`config.mk`:
```
export PLATFORM = sky130hd
export DESIGN_NAME = rr_arbiter16
export DESIGN_NICKNAME = d
export VERILOG_FILES = /design/src/rtl/rr_arbiter16.sv
export SDC_FILE = /design/constraint.sdc
export NUM_CORES = 1
export LEC_CHECK = 0
export ABC_AREA = 1
export BUFFER_PORTS_ARGS = -buffer_cell sky130_fd_sc_hd__buf_2
export CORE_AREA = 4 4 226 228
export DETAILED_ROUTE_END_ITERATION = 8
export DIE_AREA = 0 0 230 232
export SYNTH_ARGS = -nofsm -noshare
export SYNTH_HDL_FRONTEND = slang
export SYNTH_SLANG_ARGS = --single-unit
```
`constraint.sdc`:
```
create_clock -name clk -period 2.82 [get_ports clk]
set_input_delay 0 -clock clk [delete_from_list [all_inputs] [get_ports clk]]
set_output_delay 0 -clock clk [all_outputs]
set_load 0.01 [all_outputs]
```
`src/rtl/rr_arbiter16.sv`:
```
// rr_arbiter16: round-robin arbiter, 16 requesters onto one channel.
// Bursts up to MAX_BURST words per grant, one idle bubble per handoff.

module mux16 #(
   parameter int N = 32
) (
   input  logic [3:0]      sel,
   input  logic [16*N-1:0] din,
   output logic [N-1:0]    dout
);

   // Plain indexed word select.
   always_comb begin
      dout = din[sel*N +: N];
   end

endmodule

module rr_arbiter16 #(
   parameter int N         = 32,
   parameter int MAX_BURST = 4
) (
   input  logic            clk,
   input  logic            rst,
   input  logic [15:0]     req,
   input  logic [16*N-1:0] data_in,
   output logic            out_valid,
   input  logic            out_ready,
   output logic [N-1:0]    out_data,
   output logic [15:0]     ack,
   output logic [3:0]      gnt_idx,
   output logic            busy
);

   localparam int BW = $clog2(MAX_BURST + 1);

   typedef enum logic {
      IDLE,
      GRANT
   } state_t;

   state_t        state, state_n;
   logic [3:0]    ptr, ptr_n;
   logic [3:0]    gnt_n;
   logic [BW-1:0] burst_cnt, cnt_n;
   logic [3:0]    pick;
   logic          cur_req;
   logic          xfer;
   logic          last;

   mux16 #(.N(N)) u_mux (
      .sel  (gnt_idx),
      .din  (data_in),
      .dout (out_data)
   );

   // First requester at or after ptr, wrapping modulo 16.
   always_comb begin
      logic       found;
      logic [3:0] idx;
      pick  = ptr;
      found = 1'b0;
      for (int k = 0; k < 16; k++) begin
         idx = ptr + 4'(k);
         if (!found && req[idx]) begin
            pick  = idx;
            found = 1'b1;
         end
      end
   end

   // Handshake outputs; reset forces them low immediately.
   always_comb begin
      cur_req   = req[gnt_idx];
      busy      = !rst && (state == GRANT);
      out_valid = busy && cur_req;
      xfer      = out_valid && out_ready;
      last      = (burst_cnt == BW'(MAX_BURST - 1));
      ack       = xfer ? (16'd1 << gnt_idx) : 16'd0;
   end

   // Next-state logic for grant, burst count and rotation.
   always_comb begin
      state_n = state;
      ptr_n   = ptr;
      gnt_n   = gnt_idx;
      cnt_n   = burst_cnt;
      unique case (state)
         IDLE: begin
            if (|req) begin
               gnt_n   = pick;
               cnt_n   = '0;
               state_n = GRANT;
            end
         end
         GRANT: begin
            if (xfer) begin
               cnt_n = burst_cnt + BW'(1);
            end
            if (!cur_req || (xfer && last)) begin
               ptr_n   = gnt_idx + 4'd1;
               state_n = IDLE;
            end
         end
         default: state_n = IDLE;
      endcase
   end

   // State registers with synchronous reset.
   always_ff @(posedge clk) begin
      if (rst) begin
         state     <= IDLE;
         ptr       <= '0;
         gnt_idx   <= '0;
         burst_cnt <= '0;
      end else begin
         state     <= state_n;
         ptr       <= ptr_n;
         gnt_idx   <= gnt_n;
         burst_cnt <= cnt_n;
      end
   end

endmodule
```
# Yosys cells after proc, flatten, opt, wreduce, memory -nomap -nowiden
# Cells that the tools add are included.
# Widths: inputs -> output; s select.
# word_totals
reg_bits,12
input_bits,531
out_inout_bits,54
elab_cells,156
# op_classes
n_addsub,17
n_lt_le_gt_ge,17
n_eq_ne,3
shifts,2
n_mux,71
bitwise_logic,1
reduce_logical,41
# op_table
op,n
$shiftx 512x10->32,1
$lt 4x5->1 const B,17
$bmux 1 s4,17
$mux 4,15
$mux 1,34
$add 4x4->4 const B,8
$logic_and 1x1->1,19
$logic_not 1->1,17
$add 4x3->4 const B,4
$mux 16,1
$reduce_or 16->1,1
$shl 1x4->16 const A,1
$add 4x1->4 const B,2
$add 4x2->4 const B,2
$mux 3,2
$pmux 3 s2,1
$reduce_and 2->1,3
$add 3x1->3 const B,1
$eq 3x2->1 const B,1
$ne 2x1->1 const B,1
$ne 2x2->1 const B,1
$pmux 1 s2,1
$logic_or 1x1->1,1
$not 1->1,1

# Depth between registers and ports, before layout
# logic_depth
ltp_word,48
mapped_depth,29
mapped_depth_nobuf,28

# Cells and area by module
# Synthesis repeated with hierarchy kept, for this count alone.
# unflattened
cells_unflattened,2051
hier_area_um2,9306.4
# modules_own_cells
mod,instances,cells_each,area_each_um2,seq_area_each_um2
mux16,1,1549,6610.1,0.0
rr_arbiter16,1,502,2696.3,240.2

# Least setup slack after synthesis
# No wires, ideal clock.
# synth_timing
path_kind,reg-to-reg
from,register ptr[1]
to,register gnt_idx[2]
setup_ps,130
arrival_time_ps,2868
slack_ps,-178
path_stages_with_launch,24
n_path_buf,2
synth_period_minus_slack_ps,2998
path_cell_list,dfxtp_1 -> inv_2 -> buf_2 -> ha_1 -> buf_2 -> nand3_1 -> nand3_1 -> nand3_1 -> nand2_1 -> nand3_2 -> nor3_4 -> nand4_2 -> inv_2 -> nand3_2 -> nor3_2 -> nand2_1 -> nor2_4 -> nand2_1 -> o21ai_0 -> inv_1 -> nand2_1 -> nand2_1 -> nand2_1 -> a21oi_2
# synth_via
elab_chain_len,48
elab_cells_between_ends,107
cone_classes,15 x add/sub; 62 x mux; 30 x reduce/logical
# synth_rtl
item,line_no,rtl
"start, declared",43,"logic [3:0] ptr, ptr_n;"
"start signal, assigned",118,ptr <= ptr_n;
branches (longest 47 deep; another with $add 4x1->4),--,
$mux 4 (*),65,if (!found && req[idx]) begin
"end signal, assigned",119,gnt_idx <= gnt_n;
"end, declared",31,"output logic [3:0] gnt_idx,"
# Mark *: on every way between the ends. The select of a mux whose other input is x is not followed.
# A chain may end at the register's enable or synchronous reset.

# Worst setup path after layout
# layout_timing
from,register ptr[1]
to,register gnt_idx[3]
# The elaborated chain is that of the path after synthesis.

==> qor.csv <==
metric,value,unit
Final Hold Fails,0,
first-pass GRT wire length,73.0,mm
GRT Total Usage,18.0,%
Reg-to-Reg End,gnt_idx[3],
area grow syn2layout,65.8,%
Die X,230,µm
Cell variety after synth,46,
worst hold path class,primary input to flip-flop,
nets,2428,
critical path data arrival time,3.03,ns
Post-Layout Cell Count,2555,
Root Buffer,clkbuf_16,
worst reg-to-reg path cell count,22,
setup slack after layout,-0.0842,ns
Total Wirelength,52.1,mm
crit path cell chain,inv_4 > ha_2 > a21o_4 > xor2_4 > nand3_2 > o21ai_4 > inv_2 > nor3_4 > nand4_2 > inv_2 > nand3_2 > buf_6 > nor3_4 > nand2_2 > nor2_4 > nand2_2 > o21ai_0 > inv_1 > nand2_1 > nand2_1 > nand2_1 > a21oi_2,
required time of the critical path,2.95,ns
largest net degree at the start of global routing,149,
ys async rst share,0,%
hold path cells,2,
Post-Route Skew,0.00402,ns
Hold Startpoint,rst,
I/O pin total,585,
Worst-Skew Late Latency,0.24,ns
CTS buffer count,3,
row cnt,81,
number of flops mapped to enable cells by yosys,0,
H-tree Lvls,1,
Top Family by Delay on Critical Path,simple AND/OR/NAND/NOR gates,
Pins Over Slew Limit,0,
Crit-path slowest cell,dfxtp_4,
Post-DP HPWL,42.9,mm
Routed WL per cell,20.4,µm
Pwr Total,10300,µW
RSZ-0062 raised after global routing,true,
setup TNS,-0.280,ns
Max-Cap Viols,0,
layout cells sized above 1,40.8,%
Via-to-Cell Ratio,4.75,
Worst R2R Setup Slack,-0.08,ns
via count,12100,
slew margin rel.,51.3,%
pre-CTS WS,-0.161,ns
Power Density,915,mW/mm²
"most used cell, CP",nand2_1,
syn_area_per_cell,5.17,µm²
Yosys warnings,0,
chip height,232,µm
Worst VDD drop,0.487,mV
clk sinks,12,
Seq cells post-synth,12,
Worst Tran Pin Value,0.731,ns
failing checks,negative setup slack,
Port Buffer Count,584,
effective utilization at floorplan,13.9,%
Syn Inst Count,1317,
Crit. End Element,flip-flop,
CTS Buffer Depth,2,
initial antenna violation count,24,
Post-Syn Area,0.00680,mm²
"most common cell after layout, fill and taps aside",buf_2,
starting DRC count in detailed routing,1209,
TritonRoute pass-1 iters,5,
leakage power,0.00536,µW
gpl congestion,0.954,
ys flop type,dfxtp_1,
Hold Slack,0.0425,ns
Post-DRT Antenna Nets,0,
grt total ovfl,0,
Worst Hold Endpoint,gnt_idx[2],
Final period util,103,%
final number of setup-violating endpoints,4,
"commonest non-fill, non-tap cells in the layout","584 x buf_2, 296 x nor2_1, 275 x o21ai_0, 163 x nand2_1, 111 x nand3_1",
Final min period,2.90,ns
DRC,0,
Syn Nets,1863,
Core Area,0.0488,mm²
CP bufs+invs,5,
Post-CTS Hold Fix Bufs,0,
Crit path depth,22,
Worst path max stage delay,0.36,ns
FF/Latch Area,262,µm²
CP Launch Type,flip-flop,
number of fill cells,5739,
status,"finished, violations left",
Max Fanout on Critical Path,4,
CP Class,flip-flop to flip-flop,
CTS tree,built,
vias in the first global route,11500,
Cells after DPL,2524,
FF-to-FF Start,ptr[1],
FMAX,344,MHz
multi-input logic area,0.00608,mm²
"Reg clk slew, reported paths",0.05,ns
die area,0.0534,mm²
"Seq/Total Area, Yosys",3.53,%
-- what timing repair did --
item | CTS | global route
setup endpoints to repair | 4 | 9
gates resized for setup | 33 | 16
buffers inserted | 14 | 3
pin swaps | 14 | 10
-- sequential cells by signal, summed over array words and instances, names as in the netlist --
register / cells
ptr: 4
gnt_idx: 4
burst_cnt: 3
state: 1
-- routing by layer --
layer	vias up	share of wire (%)	track usage, %
met1	5540	38	21.2
met3	96	7.9	3.32
met2	651	49	32.3
met5	-	0.16	0
met4	14	4.5	6.88
li1	5845	-	-
-- layout make-up --
cell class / instances / area share [%]
Antenna cell: 10 / 0.222
Clock buffer: 4 / 0.788
Inverter: 57 / 2.10
Multi-Input combinational cell: 1129 / 53.9
Sequential cell: 12 / 2.32
Tap cell: 664 / 7.37
Timing Repair Buffer: 679 / 33.3
-- worst max path at each step --
stage | slack [ns] | from | endpoint
after global placement | -0.16 | ptr[1] | gnt_idx[3]
final | -0.08 | ptr[1] | gnt_idx[3]
after global routing | -0.26 | ptr[1] | gnt_idx[3]
after floorplan | -0.03 | ptr[1] | gnt_idx[2]
after CTS | -0.01 | ptr[1] | gnt_idx[1]
after detailed placement | -0.16 | ptr[1] | gnt_idx[2]
-- synth_stat cells, types with 2 or more instances --
master    instances  area, µm²
nor2_1          299       1120
o21ai_0         280       1400
nand2_1         167        627
nand3_1         129        646
clkbuf_1        102        383
o221ai_1         99        867
inv_1            43        161
o211ai_1         35        263
o22ai_1          30        188
a21oi_1          23        115
ha_1             15        188
dfxtp_1          12        240
inv_2            10       37.5
buf_1             8       30.0
o21ai_1           6       30.0
a31oi_1           5       31.3
nor4_1            5       31.3
buf_4             4       30.0
xor2_1            4       35.0
a21oi_2           3       26.3
buf_2             3       15.0
nand2_2           3       18.8
buf_6             2       22.5
clkinv_1          2       7.51
nand3_2           2       20.0
nand4_1           2       12.5
nor2_2            2       12.5
nor2_4            2       22.5
o21a_1            2       15.0
xor2_2            2       32.5
-- report_power, final --
| group | leakage (µW) | switching, µW | internal [µW] |
|---|---|---|---|
| Clock | 0.0000442 | 77.1 | 214 |
| Sequential | 0.000103 | 135 | 230 |
| Combinational | 0.00521 | 6110 | 3550 |
-- kinds of logic (layout without fill, tap and decap cells) --
logic type,after synthesis,count (layout),synth area share (%)
other,0,10,0
buffers and inverters,176,740,10.3
AO/OA/AOI/OAI,489,489,44.0
XOR/XNOR,9,9,1.77
adder cells (fa/ha/maj),15,15,2.76
flip-flops,12,12,3.53
AND/OR/NAND/NOR,616,616,37.7
-- metrics by stage --
stage                     utilization (%)  cell area [µm²]
after floorplan                         -             6880
after global placement               22.2            10800
after detailed placement             22.2            10800
after CTS                            22.9            11200
after global routing                 23.1            11300
final                                23.1            11300
No activity file was read; power rests on OpenSTA's default activity.
